`src/rtl/mips_pkg.sv`:
```
// rtl/mips_pkg.sv - shared register-file constants and writeback request type
package mips_pkg;

  localparam int REG_ADDR_W = 5;
  localparam int REG_DATA_W = 32;
  localparam logic [REG_ADDR_W-1:0] ZERO_REG = 5'd0;

  typedef struct packed {
    logic [REG_ADDR_W-1:0] addr;
    logic [REG_DATA_W-1:0] data;
  } wb_req_t;

endpackage

```
`src/rtl/regfile_write_queue_if.sv`:
```
// rtl/regfile_write_queue_if.sv - writeback request valid/ready channel into the write queue
interface regfile_write_queue_if #(
  parameter int ADDR_W = 5,
  parameter int DATA_W = 32
);
  logic              in_valid;
  logic              in_ready;
  logic [ADDR_W-1:0] in_addr;
  logic [DATA_W-1:0] in_data;

  modport master (output in_valid, output in_addr, output in_data, input in_ready);
  modport slave  (input in_valid, input in_addr, input in_data, output in_ready);
endinterface

```
`src/rtl/regfile_write_queue_fifo.sv`:
```
// rtl/regfile_write_queue_fifo.sv - wb_fifo: DEPTH-entry storage exposing every entry and its valid bit
module wb_fifo #(
  parameter int DEPTH = 4,
  parameter int W     = 37,
  localparam int PTR_W = $clog2(DEPTH),
  localparam int CNT_W = $clog2(DEPTH) + 1
) (
  input  logic                      clk,
  input  logic                      reset,
  input  logic                      push_i,
  input  logic [W-1:0]              wdata_i,
  input  logic                      pop_i,
  output logic [W-1:0]              rdata_o,
  output logic [DEPTH-1:0][W-1:0]   entries_o,
  output logic [DEPTH-1:0]          valid_o,
  output logic [PTR_W-1:0]          rd_ptr_o,
  output logic [CNT_W-1:0]          count_o
);

  logic [DEPTH-1:0][W-1:0] mem_q;
  logic [PTR_W-1:0]        wr_ptr_q, rd_ptr_q;
  logic [CNT_W-1:0]        count_q, count_d;
  logic [PTR_W-1:0]        off;

  always_comb begin
    count_d = count_q;
    case ({push_i, pop_i})
      2'b10:   count_d = count_q + CNT_W'(1);
      2'b01:   count_d = count_q - CNT_W'(1);
      default: count_d = count_q;
    endcase
  end

  always_ff @(posedge clk) begin
    if (reset) begin
      wr_ptr_q <= '0;
      rd_ptr_q <= '0;
      count_q  <= '0;
    end else begin
      if (push_i) begin
        mem_q[wr_ptr_q] <= wdata_i;
        wr_ptr_q        <= wr_ptr_q + PTR_W'(1);
      end
      if (pop_i) rd_ptr_q <= rd_ptr_q + PTR_W'(1);
      count_q <= count_d;
    end
  end

  // An entry is live when its distance from the head is below the fill level.
  always_comb begin
    off     = '0;
    valid_o = '0;
    for (int i = 0; i < DEPTH; i++) begin
      off        = PTR_W'(i) - rd_ptr_q;
      valid_o[i] = ({1'b0, off} < count_q);
    end
  end

  assign rdata_o   = mem_q[rd_ptr_q];
  assign entries_o = mem_q;
  assign rd_ptr_o  = rd_ptr_q;
  assign count_o   = count_q;

endmodule

```
`src/rtl/regfile_write_queue.sv`:
```
// rtl/regfile_write_queue.sv - buffered register-file write initiator with in-flight detection
// Optional youngest-value forwarding is built when REGFILE_WRITE_QUEUE_BYPASS_EN is defined.
module regfile_write_queue
  import mips_pkg::*;
#(
  parameter int DEPTH  = 4,
  parameter int ADDR_W = REG_ADDR_W,
  parameter int DATA_W = REG_DATA_W,
  localparam int PTR_W = $clog2(DEPTH),
  localparam int CNT_W = $clog2(DEPTH) + 1
) (
  input  logic                 clk,
  input  logic                 reset,
  regfile_write_queue_if.slave wb,
  input  logic [ADDR_W-1:0]    ra1,
  input  logic [ADDR_W-1:0]    ra2,
  output logic                 pend1,
  output logic                 pend2,
  output logic [DATA_W-1:0]    fwd1_data,
  output logic [DATA_W-1:0]    fwd2_data,
  output logic [ADDR_W-1:0]    wa,
  output logic [DATA_W-1:0]    wd,
  output logic                 regwrite,
  output logic [CNT_W-1:0]     count
);

  typedef struct packed {
    logic [ADDR_W-1:0] addr;
    logic [DATA_W-1:0] data;
  } req_t;

  localparam int W = ADDR_W + DATA_W;

  req_t                    head, wreq;
  logic [DEPTH-1:0][W-1:0] entries;
  logic [DEPTH-1:0]        valid;
  logic [PTR_W-1:0]        rd_ptr;
  logic [CNT_W-1:0]        count_q;
  logic                    push, pop;
  logic [ADDR_W-1:0]       wa_q;
  logic [DATA_W-1:0]       wd_q;
  logic                    regwrite_q;

  // Ready is a pure function of fill level so upstream never sees a combinational loop.
  assign wb.in_ready = !reset && (count_q < CNT_W'(DEPTH));
  assign wreq        = '{addr: wb.in_addr, data: wb.in_data};
  assign push        = wb.in_valid && wb.in_ready && (wb.in_addr != ADDR_W'(ZERO_REG));
  assign pop         = (count_q != '0);

  wb_fifo #(.DEPTH(DEPTH), .W(W)) u_fifo (
    .clk       (clk),
    .reset     (reset),
    .push_i    (push),
    .wdata_i   (wreq),
    .pop_i     (pop),
    .rdata_o   (head),
    .entries_o (entries),
    .valid_o   (valid),
    .rd_ptr_o  (rd_ptr),
    .count_o   (count_q)
  );

  always_ff @(posedge clk) begin
    if (reset) begin
      wa_q       <= '0;
      wd_q       <= '0;
      regwrite_q <= 1'b0;
    end else if (pop) begin
      wa_q       <= head.addr;
      wd_q       <= head.data;
      regwrite_q <= 1'b1;
    end else begin
      regwrite_q <= 1'b0;
    end
  end

  assign wa       = wa_q;
  assign wd       = wd_q;
  assign regwrite = regwrite_q;
  assign count    = count_q;

  req_t ent;

  always_comb begin
    pend1 = 1'b0;
    pend2 = 1'b0;
    ent   = '0;
    for (int i = 0; i < DEPTH; i++) begin
      ent = req_t'(entries[i]);
      if (valid[i] && ent.addr == ra1) pend1 = 1'b1;
      if (valid[i] && ent.addr == ra2) pend2 = 1'b1;
    end
    if (regwrite_q && wa_q == ra1) pend1 = 1'b1;
    if (regwrite_q && wa_q == ra2) pend2 = 1'b1;
    if (ra1 == ADDR_W'(ZERO_REG)) pend1 = 1'b0;
    if (ra2 == ADDR_W'(ZERO_REG)) pend2 = 1'b0;
  end

`ifdef REGFILE_WRITE_QUEUE_BYPASS_EN
  logic [PTR_W-1:0] idx;
  req_t             bent;

  // Walk oldest to youngest so the last match left standing is the youngest.
  always_comb begin
    fwd1_data = '0;
    fwd2_data = '0;
    idx       = '0;
    bent      = '0;
    if (regwrite_q && wa_q == ra1) fwd1_data = wd_q;
    if (regwrite_q && wa_q == ra2) fwd2_data = wd_q;
    for (int k = 0; k < DEPTH; k++) begin
      idx  = rd_ptr + PTR_W'(k);
      bent = req_t'(entries[idx]);
      if (valid[idx] && bent.addr == ra1) fwd1_data = bent.data;
      if (valid[idx] && bent.addr == ra2) fwd2_data = bent.data;
    end
    if (!pend1) fwd1_data = '0;
    if (!pend2) fwd2_data = '0;
  end
`else
  assign fwd1_data = '0;
  assign fwd2_data = '0;
`endif

endmodule
```
`src/flat_wrapper.sv`:
```
// flat-port wrapper written by rule: the top's interface ports become plain ports
module regfile_write_queue_flat import mips_pkg::*;
#(
  parameter int DEPTH  = 4,
  parameter int ADDR_W = REG_ADDR_W,
  parameter int DATA_W = REG_DATA_W,
  localparam int PTR_W = $clog2(DEPTH),
  localparam int CNT_W = $clog2(DEPTH) + 1
)
  (clk, reset, ra1, ra2, pend1, pend2, fwd1_data, fwd2_data, wa, wd, regwrite, count, wb_in_valid, wb_in_addr, wb_in_data, wb_in_ready);
  regfile_write_queue_if #(.ADDR_W(ADDR_W), .DATA_W(DATA_W)) wb_i ();
  input  logic clk;
  input  logic reset;
  input  logic [ADDR_W-1:0] ra1;
  input  logic [ADDR_W-1:0] ra2;
  output logic pend1;
  output logic pend2;
  output logic [DATA_W-1:0] fwd1_data;
  output logic [DATA_W-1:0] fwd2_data;
  output logic [ADDR_W-1:0] wa;
  output logic [DATA_W-1:0] wd;
  output logic regwrite;
  output logic [CNT_W-1:0] count;
  input wire logic [$bits(wb_i.in_valid)-1:0] wb_in_valid;
  input wire logic [$bits(wb_i.in_addr)-1:0] wb_in_addr;
  input wire logic [$bits(wb_i.in_data)-1:0] wb_in_data;
  output wire logic [$bits(wb_i.in_ready)-1:0] wb_in_ready;
  assign wb_i.in_valid = wb_in_valid;
  assign wb_i.in_addr = wb_in_addr;
  assign wb_i.in_data = wb_in_data;
  assign wb_in_ready = wb_i.in_ready;
  regfile_write_queue #(.DEPTH(DEPTH), .ADDR_W(ADDR_W), .DATA_W(DATA_W)) u_core (.clk(clk), .reset(reset), .wb(wb_i), .ra1(ra1), .ra2(ra2), .pend1(pend1), .pend2(pend2), .fwd1_data(fwd1_data), .fwd2_data(fwd2_data), .wa(wa), .wd(wd), .regwrite(regwrite), .count(count));
endmodule
```
`config.mk`:
```
export PLATFORM = sky130hd
export DESIGN_NAME = regfile_write_queue_flat
export DESIGN_NICKNAME = d
export VERILOG_FILES = /design/src/rtl/mips_pkg.sv /design/src/rtl/regfile_write_queue_if.sv /design/src/rtl/regfile_write_queue_fifo.sv /design/src/rtl/regfile_write_queue.sv /design/src/flat_wrapper.sv
export SDC_FILE = /design/constraint.sdc
export NUM_CORES = 1
export LEC_CHECK = 0
export CAP_MARGIN = 20
export CORE_ASPECT_RATIO = 0.6
export CORE_MARGIN = 8
export CORE_UTILIZATION = 50
export DETAILED_ROUTE_END_ITERATION = 12
export PLACE_DENSITY = 0.76
export SYNTH_ARGS = -nofsm -noshare
export SYNTH_HDL_FRONTEND = slang
export SYNTH_SLANG_ARGS = --single-unit
```
`constraint.sdc`:
```
create_clock -name clk -period 7.3 [get_ports clk]
set_input_delay 1.46 -clock clk [delete_from_list [all_inputs] [get_ports clk]]
set_output_delay 1.46 -clock clk [all_outputs]
set_load 0.02 [all_outputs]
```
* Word level (Yosys, flattened, before mapping)
Cells that the tools add are included.
W data, S select, Z words.
** Word-level totals
- Register bits :: 193
- Output and inout bits :: 108
- Input bits :: 50
** Operators by class
- Equal/unequal tests :: 12
- Bitwise operators :: 1
- $add $sub $neg :: 8
- Order comparisons :: 8
- Mux-type cells :: 19
- Reductions and logical operators :: 21
** Operators with widths (count)
- $bwmux W148 :: 1
- $bmux W37 S2 :: 1
- $demux W37 S2 :: 1
- $mux W37 :: 2
- $eq A5 B5 Y1 :: 10
- $logic_and A1 B1 Y1 :: 14
- $mux W1 :: 13
- $lt A2 B3 Y1 :: 4
- $logic_not A5 Y1 :: 2
- $lt A2 B3 Y1 const B :: 2
- $pmux W3 S2 :: 1
- $reduce_bool A5 Y1 :: 1
- $add A2 B1 Y2 const B :: 2
- $sub A1 B2 Y2 const A :: 2
- $sub A2 B2 Y2 const A :: 2
- $add A3 B1 Y3 const B :: 1
- $lt A3 B3 Y1 const B :: 1
- $reduce_bool A3 Y1 :: 1
- $sub A3 B1 Y3 const B :: 1
- $eq A2 B1 Y1 const B :: 1
- $eq A2 B2 Y1 const B :: 1
- $ge A2 B1 Y1 const B :: 1
- $reduce_and A2 Y1 :: 1
- $reduce_bool A2 Y1 :: 1
- other kinds (2) :: 2

* Depth between registers and ports, before layout
Gate-level depths: netlist of the first run.
- Depth after elaboration :: 9
- Mapped depth :: 11
- Mapped depth without buffers :: 10

* Hierarchy
From an unflattened synthesis of the first run, not the netlist that was laid out.
** Unflattened totals
- Cells, all modules :: 573
- Area, all modules :: 8388.0 sq um
** Modules (own cells, without submodules)
- wb_fifo :: instances 1, sequential area each 4584.4 sq um, cells each 251, area each 5889.4 sq um
- regfile_write_queue :: instances 1, sequential area each 760.7 sq um, cells each 322, area each 2498.6 sq um

* Worst setup path after synthesis of the first run
Ideal clock, no wire load.
- Path kind :: input to output
- Start point :: input port ra1[4]
- End point :: output port pend1
- Slack :: 3264 ps
- Buffers on the path :: 1
- Required time :: 5840 ps
- Data arrival time :: 2576 ps
- Stages :: 6
- Path through :: buf_2 > xor2_1 > nor4_1 > and3_1 > nor4_1 > a21oi_1
** On the way
- Cells in the longest elaborated chain, start to end :: 8
- Elaborated cells on any way between the ends :: 17
** RTL lines
- from (decl) :: RTL line flat_wrapper.sv:14 : input logic [ADDR_W-1:0] ra1;
- $eq A5 B5 Y1 :: RTL line regfile_write_queue.sv:90 : if (valid[i] && ent.addr == ra1) pend1 = 1'b1;
- $logic_and A1 B1 Y1 :: RTL line regfile_write_queue.sv:90
- $mux W1 (4 in series) :: RTL line regfile_write_queue.sv:90
- $mux W1 :: RTL line regfile_write_queue.sv:93 : if (regwrite_q && wa_q == ra1) pend1 = 1'b1;
- $mux W1 (*) :: RTL line regfile_write_queue.sv:95 : if (ra1 == ADDR_W'(ZERO_REG)) pend1 = 1'b0;
- to (decl) :: RTL line flat_wrapper.sv:16 : output logic pend1;
Mark *: on every way between the ends. The rest lies on a longest branch, timed or not.

* Final worst setup path of the first run
- Start point :: input port ra2[4]
- End point :: output port pend2
** On the way
- Cells in the longest elaborated chain, start to end :: 8
- Elaborated cells on any way between the ends :: 17
** RTL lines
- from (decl) :: RTL line flat_wrapper.sv:15 : input logic [ADDR_W-1:0] ra2;
- $eq A5 B5 Y1 :: RTL line regfile_write_queue.sv:91 : if (valid[i] && ent.addr == ra2) pend2 = 1'b1;
- $logic_and A1 B1 Y1 :: RTL line regfile_write_queue.sv:91
- $mux W1 (4 in series) :: RTL line regfile_write_queue.sv:91
- $mux W1 :: RTL line regfile_write_queue.sv:94 : if (regwrite_q && wa_q == ra2) pend2 = 1'b1;
- $mux W1 (*) :: RTL line regfile_write_queue.sv:96 : if (ra2 == ADDR_W'(ZERO_REG)) pend2 = 1'b0;
- to (decl) :: RTL line flat_wrapper.sv:17 : output logic pend2;
Marks and branches as above.

==> summary.txt, run 1 <==
outcome: completed
FF+latch count, synth: 193
drt initial violations: 342
routability cong.: 0.834
setup TNS: 0 ns
final instance area: 9740 um^2
post-layout util: 59.9%
cell row count: 36
DRT Pass-1 Iters: 4
Final Power: 3.38 mW
Clock Tree Root: clkbuf_16
Antenna Cells: 0
Tmin final: 5.26 ns
Final setup viols: 0
first-pass GRT wire length: 27800 um
dpl cell area: 9150 um^2
clock latency at the later pin of the worst-skew pair: 0.43 ns
CTS Buf Count: 17
Initial Util: 51.3%
vias in the first global route: 4935
final WL: 18400 um
Slew Limit Fails: 0
Worst EP required: 5.84 ns
GRT Residual Overflow: 0
synthesis-to-layout area growth: 16.8%
number of synthesized flops with an enable pin: 148
DP Cell Count: 867
number of max-cap violations: 0
Worst Setup Start Kind: input port
I/O Pins: 158
worst slew pin tran: 1.09 ns
CTS Hold Bufs: 0
layout cells sized above 1: 12.1%
DP HPWL: 11900 um
Post-synth ARST share: 0%
met2 usage: 27.9%
detailed-route wire length per cell: 20.5 um
Fin Hold WS: 0.454 ns
Vias: 4571
Post-Layout Cell Count: 899
port bufs: 93
CTS max path bufs: 2
Syn Std Cell Area: 8340 um^2
H-tree depth: 4
Post-CTS Repair Setup Buffers: 0
number of routed nets with antenna violations: 0
final hold vios: 0
top_reg_cell synth: edfxtp_1
P per Cell Area: 347 nW/um^2
Netlist cell types: 36
Layout Skew: 0.0137 ns
Leak Pwr: 3.36 nW
crit path kind: in -> out
Die Wd: 183 um
sequential area share after synthesis: 64.1%
Worst setup EP type: output pin
clock-pin slew on the worst setup and hold paths: 0.07 ns
RSZ-0062 raised after global routing: false
TritonCTS Sinks: 193
Final period util: 72.1%
fmax: 0.190 GHz
pin count of the biggest net entering global routing: 47
pre-CTS WS: 2.11 ns
peak supply drop: 0.000186 V
final setup margin: 2.04 ns
Core Box Area: 16300 um^2
Mapped Cells: 577
# resized after CTS: 0
M3 GR Usage: 5.73%
initial antenna violation count: 1
Arr. time, crit path: 3.80 ns
YS warnings: 0
Die Y: 116 um
vias per std cell: 5.08
Residual DRC: 0
grt peak-use layer: met2
Slew HR: 27.2%
syn_area_per_cell: 14.5 um^2
Hold/Removal Path Class: reg -> reg
Critical Path Fanout Max: 6
total track usage: 17.7%
die area: 21200 um^2
nets@finish: 718
GR Util met1: 23.0%
CTS tree: built
==> logic make-up after synthesis <==
kind of cell,count (synthesis),share of synthesized area [%]
AO/OA/AOI/OAI,53,3.50
XOR/XNOR,55,5.78
adder cells (fa/ha/maj),10,1.59
buffers and inverters,106,8.55
flip-flops,193,64.1
multiplexers,38,10.1
other,1,0.0450
AND/OR/NAND/NOR,121,6.33
==> cell usage after synthesis (2+ instances only) <==
master    count  area (um^2)
buf_1         2         7.51
o21ai_0       3         15.0
buf_6         5         56.3
and3_1        2         12.5
mux4_2       37          833
inv_1         8         30.0
and2_1        4         25.0
or4_1         2         15.0
nor4_1        8         50.1
nand3_1       6         30.0
a21oi_1      44          220
nor2_1       13         48.8
clkbuf_1      6         22.5
buf_4        68          510
o211a_1       2         20.0
ha_1          9          113
edfxtp_1    148         4440
xnor2_1      23          201
dfxtp_1      45          901
nand2_1      76          285
buf_2        15         75.1
nor3_1        5         25.0
xor2_1       32          280
o21ba_1       2         20.0
==> routing by layer <==
layer | vias to the layer above | wire length [um]
met5 | - | 9
met4 | 2 | 285
met3 | 20 | 1520
met2 | 173 | 8260
met1 | 2269 | 8330
li1 | 2107 | -
==> area by class of cell <==
class / instances / area (um^2)
inverters: 9 / 33.8
well taps: 228 / 285
repair buffers: 96 / 948
clock buffers: 18 / 429
flip-flops and latches: 193 / 5350
clock inverters: 14 / 163
fillers: 1253 / 6520
multi-input cells: 341 / 2530
==> flip-flops by register name, summed over array words and instances, names as in the netlist <==
signal	cells
u_core.regwrite	1
u_core.u_fifo.count_o	3
u_core.u_fifo.entries_o	148
u_core.u_fifo.rd_ptr_o	2
u_core.u_fifo.wr_ptr_q	2
u_core.wa	5
u_core.wd	32
==> layout by cell type, fill, tap and decap left out, drive strengths merged, types with 2 or more instances in the layout <==
cell | Yosys | routed
nor3 | 6 | 6
nand3 | 6 | 6
dfxtp | 45 | 45
and3 | 2 | 2
or4 | 2 | 2
edfxtp | 148 | 148
clkdlybuf4s50 | 0 | 92
nor2 | 14 | 14
mux4 | 37 | 37
clkbuf | 7 | 18
nand2 | 76 | 76
o211a | 2 | 2
clkinv | 0 | 7
o21ai | 3 | 3
inv | 9 | 16
xnor2 | 23 | 23
ha | 9 | 9
o21ba | 2 | 2
and2 | 4 | 4
nor4 | 8 | 8
buf | 90 | 4
xor2 | 32 | 32
conb | 1 | 64
a21oi | 45 | 45
==> report_power, final <==
part	switching (mW)	internal, mW
Combinational	0.551	0.458
Sequential	0.139	1.32
Clock	0.450	0.462
==> critical path: stages <==
cell	delay (ns)
clkdlybuf4s50_1	0.67
xnor2_1	0.18
nand3_1	0.10
nor4_1	0.44
nor4_1	0.09
a21oi_1	0.21
clkdlybuf4s50_1	0.64
==> worst paths after layout <==
path / startpoint / to / slack [ns] / depth (start not counted)
setup reg to reg: u_core.u_fifo.count_o[2] / u_core.u_fifo.count_o[2] / 4.50 / 8
hold reg to reg: u_core.wd[14] / u_core.wd[14] / 0.45 / 2
hold / removal: u_core.wd[14] / u_core.wd[14] / 0.45 / 2
setup / recovery: ra2[4] / pend2 / 2.04 / 7
No activity file was read; power rests on OpenSTA's default activity.
==> inputs of run 2 (changes only) <==
==> constraint.sdc (replaced) <==
create_clock -name clk -period 5.3 [get_ports clk]
set_input_delay 1.06 -clock clk [delete_from_list [all_inputs] [get_ports clk]]
set_output_delay 1.06 -clock clk [all_outputs]
set_load 0.02 [all_outputs]
==> run 2 against run 1 <==
Against the previous run:
- power up 40%
- non-clock buffer count up 1
- register-to-register slack worse by 2.0 ns
- final area up 0.48%
- wire length up 0.18%
- highest routed layer unchanged
==> summary.txt, run 2 (same netlist as run 1, synthesis figures left out) <==
outcome: completed
Initial Util: 51.3% (unchanged)
Core Box Area: 16300 um^2 (unchanged)
RSZ-0062 raised after global routing: false
CTS tree: built
Worst setup EP type: output pin
Post-Layout Cell Count: 901 (+0.22%)
I/O Pins: 158 (unchanged)
Final Power: 4.73 mW (+40%)
Slew HR: 28.6% (+1.4 points)
setup TNS: 0 ns (unchanged)
max reg flops: 148 (unchanged)
Vias: 4622 (+1.1%)
cell row count: 36 (unchanged)
Clock Tree Root: clkbuf_16
Residual DRC: 0 (unchanged)
die area: 21200 um^2 (unchanged)
worst slew pin tran: 1.07 ns (-0.0214 ns)
drt initial violations: 364 (+6.4%)
NetSw: 1.59 mW (+39%)
Fin Hold WS: 0.452 ns (-0.00254 ns)
pre-CTS WS: 0.927 ns (-1.18 ns)
Final period util: 83.8%
vias in the first global route: 4791 (-2.9%)
CTS max path bufs: 2 (unchanged)
final hold vios: 0 (unchanged)
Worst EP required: 4.24 ns (-1.60 ns)
Int Power: 3.14 mW (+40%)
pin count of the biggest net entering global routing: 46 (-2.1%)
M3 GR Usage: 4.92% (-0.81 points)
peak supply drop: 0.000246 V (+32%)
total track usage: 17.3% (-0.35 points)
H-tree depth: 4 (unchanged)
Post-CTS Repair Setup Buffers: 0 (unchanged)
nets@finish: 719 (+0.14%)
crit path kind: in -> out
final instance area: 9780 um^2 (+0.48%)
first-pass GRT wire length: 27600 um (-1.1%)
Slew Limit Fails: 0 (unchanged)
Arr. time, crit path: 3.38 ns (-0.42 ns)
initial antenna violation count: 1 (unchanged)
clock latency at the later pin of the worst-skew pair: 0.43 ns (about the same)
Die Y: 116 um (unchanged)
Leak Pwr: 3.38 nW (+0.68%)
DRT Pass-1 Iters: 5 (+1)
final WL: 18400 um (+0.18%)
CTS Buf Count: 17 (unchanged)
Clk network pwr share: 27.9% (+0.9 points)
met2 usage: 27.4% (-0.42 points)
TritonCTS Sinks: 193 (unchanged)
Die Wd: 183 um (unchanged)
commonest non-fill, non-tap cell in the layout: edfxtp_1
most frequent cells in the layout: edfxtp_1 (148), clkdlybuf4s50_1 (92), nand2_1 (76), conb_1 (64), a21oi_1 (44)
grt peak-use layer: met2
# resized after CTS: 0 (unchanged)
clock-pin slew on the worst setup and hold paths: 0.07 ns (about the same)
fmax: 0.225 GHz
vias per std cell: 5.13 (+0.89%)
layout cells sized above 1: 12.4% (+0.28 points)
Worst Setup Start Kind: input port
GR Util met1: 23.4% (+0.39 points)
detailed-route wire length per cell: 20.5 um (about the same)
port bufs: 93 (unchanged)
max incr delay on CP: 0.72 ns (+0.05 ns)
DP Cell Count: 868 (+0.12%)
CTS Hold Bufs: 0 (unchanged)
Fill cells: 1232 (-1.7%)
Tmin final: 4.44 ns
switching part of the total: 33.6% (-0.20 points)
P per Cell Area: 483 nW/um^2 (+39%)
slowest CP cell: clkdlybuf4s50_1
DP HPWL: 12100 um (+1.7%)
Layout Skew: 0.0131 ns (-0.000535 ns)
dpl cell area: 9150 um^2 (about the same)
CP cell instances: clkdlybuf4s50_1, xnor2_1, nand3_1, nor4_1, nor4_1, a21oi_1, clkdlybuf4s50_1
routability cong.: 0.854 (+2.5%)
final setup margin: 0.859 ns (-1.18 ns)
Hold/Removal Path Class: reg -> reg
Final setup viols: 0 (unchanged)
fraction of power consumed by sequential logic: 41.4% (-1.8 points)
synthesis-to-layout area growth: 17.3%
GRT Residual Overflow: 0 (unchanged)
combinational share of power: 30.6% (+0.7 points)
number of max-cap violations: 0 (unchanged)
Critical Path Fanout Max: 6 (unchanged)
number of routed nets with antenna violations: 0 (unchanged)
post-layout util: 60.2% (+0.28 points)
[run 2: cell types whose count changed in the layout (fill, tap and decap cells not counted), sizes merged]
cell,before,now
buf,4,5
bufinv,0,1
clkbuf,18,17
clkinv,7,6
diode,0,1
inv,16,17
[run 2: cell type report]
type	instances	area, um^2	share of cell area (%)
multi-input cells	341	2530	25.8
clock inverters	15	203	2.07
well taps	228	285	2.92
flip-flops and latches	193	5350	54.7
repair buffers	97	956	9.77
clock buffers	17	425	4.35
diodes	1	2.50	0.0256
inverters	9	33.8	0.345
[run 2: path summary, 6_finish.rpt]
kind | startpoint | endpoint | slack [ns] | depth (start not counted)
max reg2reg | u_core.u_fifo.count_o[2] | u_core.u_fifo.count_o[2] | 2.48 | 8
min | u_core.wd[8] | u_core.wd[8] | 0.45 | 2
min reg2reg | u_core.wd[8] | u_core.wd[8] | 0.45 | 2
max | ra2[3] | pend2 | 0.86 | 7
[run 2: critical path, delay by kind of cell]
| kind | cells | cell delay [ns] |
|---|---|---|
| AND/OR/NAND/NOR | 3 | 0.61 |
| buffers and inverters | 2 | 1.36 |
| AO/OA/AOI/OAI | 1 | 0.17 |
| XOR/XNOR | 1 | 0.18 |
[run 2: layer usage]
metal,up-vias,part of all wire (%)
li1,2110,-
met1,2309,45
met2,186,46
met3,15,8.6
met4,2,0.84
met5,-,0.054
[run 2: power groups by stage]
stage	Sequential (mW)	Clock, mW	Combinational, mW
3_5_place_dp	2.00	0	1.45
3_3_place_gp	1.99	0	1.42
4_1_cts	1.96	1.34	1.47
2_1_floorplan	2.10	0	0.853
5_1_grt	1.99	1.40	1.57
6_report	1.96	1.32	1.45
==> inputs of run 3 (changes only) <==
--- a/config.mk
+++ b/config.mk
@@ -8,9 +8,9 @@
 export CAP_MARGIN = 20
 export CORE_ASPECT_RATIO = 0.6
 export CORE_MARGIN = 8
-export CORE_UTILIZATION = 50
+export CORE_UTILIZATION = 47
 export DETAILED_ROUTE_END_ITERATION = 12
-export PLACE_DENSITY = 0.76
+export PLACE_DENSITY = 0.75
 export SYNTH_ARGS = -nofsm -noshare
 export SYNTH_HDL_FRONTEND = slang
 export SYNTH_SLANG_ARGS = --single-unit
==> constraint.sdc (replaced) <==
create_clock -name clk -period 3.9 [get_ports clk]
set_input_delay 0.78 -clock clk [delete_from_list [all_inputs] [get_ports clk]]
set_output_delay 0.78 -clock clk [all_outputs]
set_load 0.02 [all_outputs]
==> run 3 against run 2 <==
Against the previous run:
- clock power rose by 30%
- via count is 0.82% higher
- final cell count rose by 1.1%
- non-clock buffer count is 5 higher
- clock-buffer cell count grew 1
- register-to-register slack worse by 1.2 ns
- clock skew fell by 0.0015 ns
- power is 34% higher
- global-route usage down 1.1 points
==> summary.txt, run 3 (same netlist as run 1, synthesis figures left out) <==
CTS max path bufs: 2 (unchanged)
fraction of power consumed by sequential logic: 41.9% (+0.5 points)
max reg flops: 148 (unchanged)
CP bufs+invs: 2 (unchanged)
Critical Path Fanout Max: 6 (unchanged)
number of max-cap violations: 0 (unchanged)
I/O Pins: 158 (unchanged)
CTS Hold Bufs: 0 (unchanged)
Die Wd: 188 um (+2.9%)
first-pass GRT wire length: 28000 um (+1.7%)
Int Power: 4.22 mW (+34%)
crit path kind: in -> out
Vias: 4660 (+0.82%)
Clock Tree Root: clkbuf_16
peak supply drop: 0.000360 V (+47%)
clock latency at the later pin of the worst-skew pair: 0.42 ns (about the same)
max incr delay on CP: 0.62 ns (-0.10 ns)
synthesis-to-layout area growth: 18.1%
setup TNS: 0 ns (unchanged)
initial antenna violation count: 1 (unchanged)
CP cell instances: clkdlybuf4s50_1, xor2_1, nor4_1, and3_1, nor4_1, a21oi_1, clkdlybuf4s50_1
die area: 22400 um^2 (+5.7%)
Fill cells: 1362 (+11%)
Arr. time, crit path: 2.95 ns (-0.43 ns)
detailed-route wire length per cell: 20.2 um (-1.3%)
outcome: completed
P per Cell Area: 644 nW/um^2 (+33%)
NetSw: 2.12 mW (+34%)
routability cong.: 0.938 (+9.7%)
total track usage: 16.2% (-1.1 points)
most frequent cells in the layout: edfxtp_1 (148), clkdlybuf4s50_1 (91), nand2_1 (76), conb_1 (64), a21oi_1 (44)
final setup margin: 0.173 ns (-0.687 ns)
Slew Limit Fails: 0 (unchanged)
Layout Skew: 0.0116 ns (-0.00150 ns)
Tmin final: 3.73 ns
Worst EP required: 3.12 ns (-1.12 ns)
layout cells sized above 1: 13.0% (+0.65 points)
TritonCTS Sinks: 193 (unchanged)
fmax: 0.268 GHz
Final period util: 95.6%
DP HPWL: 12400 um (+3.2%)
combinational share of power: 31.0% (+0.4 points)
final hold vios: 0 (unchanged)
pre-CTS WS: 0.136 ns (-0.791 ns)
pin count of the biggest net entering global routing: 46 (unchanged)
CTS Buf Count: 17 (unchanged)
Core Box Area: 17300 um^2 (+6.2%)
clock-pin slew on the worst setup and hold paths: 0.08 ns (about the same)
commonest non-fill, non-tap cell in the layout: edfxtp_1
Hold/Removal Path Class: reg -> reg
port bufs: 93 (unchanged)
Worst Setup Start Kind: input port
Initial Util: 48.3% (-3.0 points)
CTS tree: built
Worst path top cell family by delay: buffers and inverters
drt initial violations: 432 (+19%)
Antenna Cells: 0 (-1)
H-tree depth: 4 (unchanged)
final WL: 18400 um (-0.19%)
number of routed nets with antenna violations: 0 (unchanged)
vias in the first global route: 4781 (-0.21%)
slowest CP cell: clkdlybuf4s50_1
multi-input logic area: 2530 um^2 (unchanged)
Final setup viols: 0 (unchanged)
sequential cell area: 5350 um^2 (unchanged)
Residual DRC: 0 (unchanged)
Leak Pwr: 3.43 nW (+1.3%)
Die Y: 119 um (+2.7%)
worst slew pin tran: 0.678 ns (-0.393 ns)
switching part of the total: 33.4% (-0.11 points)
cell row count: 37 (+2.8%)
nets@finish: 724 (+0.70%)
Slew HR: 54.8% (+26 points)
GRT Residual Overflow: 0 (unchanged)
DRT Pass-1 Iters: 4 (-1)
Clk network pwr share: 27.1% (-0.8 points)
RSZ-0062 raised after global routing: false
Worst setup EP type: output pin
vias per std cell: 5.12 (-0.28%)
[run 3: final timing paths]
check                      startpoint                        to  slack (ns)  cells after the start
max                            ra1[4]                     pend1        0.17                      7
min                     u_core.wd[13]             u_core.wd[13]        0.45                      2
max reg2reg  u_core.u_fifo.count_o[2]  u_core.u_fifo.count_o[2]        1.29                      9
min reg2reg             u_core.wd[13]             u_core.wd[13]        0.45                      2
[run 3: timing repair]
action | 4_1_cts | 5_1_grt
setup endpoints to repair | 0 | 1
setup buffers | 0 | 0
resized for setup | 0 | 1
hold endpoints to repair | 0 | 0
[run 3: routing by layer]
metal,GRT usage [%],vias up,part of all wire [%]
met5,0,-,0.071
met4,3.43,2,0.48
met3,5.19,10,8.8
met2,25.0,197,46
met1,22.3,2332,45
li1,-,2119,-
[run 3: worst register-to-register path, stage by stage, from the launching register on]
cell	delay, ns
dfxtp_1	0.66
nor3_4	0.10
inv_2	0.06
buf_4	0.41
ha_1	0.29
inv_1	0.06
fa_1	0.37
xor2_1	0.15
or3_1	0.30
a21oi_1	0.13
[run 3: final cells by class]
type / instances / area share (%)
sequential: 193 / 54.3
inverter: 9 / 0.343
timing repair buffer: 102 / 10.6
clock inverter: 14 / 1.63
clock buffer: 18 / 4.46
tap: 234 / 2.97
multi-input combinational: 341 / 25.7
[run 3: power by group through the flow]
stage	clock (mW)	combinational (mW)	sequential (mW)
global placement	0	1.95	2.70
floorplan	0	1.16	2.85
detailed placement	0	1.99	2.71
global route	1.83	2.14	2.69
CTS	1.75	2.00	2.66
finish	1.72	1.97	2.66
[run 3: stage by stage]
stage          hold WS [ns]  power, mW  instance area, um^2  instances  utilization (%)
3_3_place_gp          0.440       4.65                 9250        879             53.6
3_5_place_dp          0.446       4.69                 9250        879             53.6
2_1_floorplan         0.514       4.01                 8580        640                -
4_1_cts               0.457       6.41                 9850        911             57.0
5_1_grt               0.474       6.67                 9850        911             57.0
6_report              0.454       6.34                 9850        911             57.0
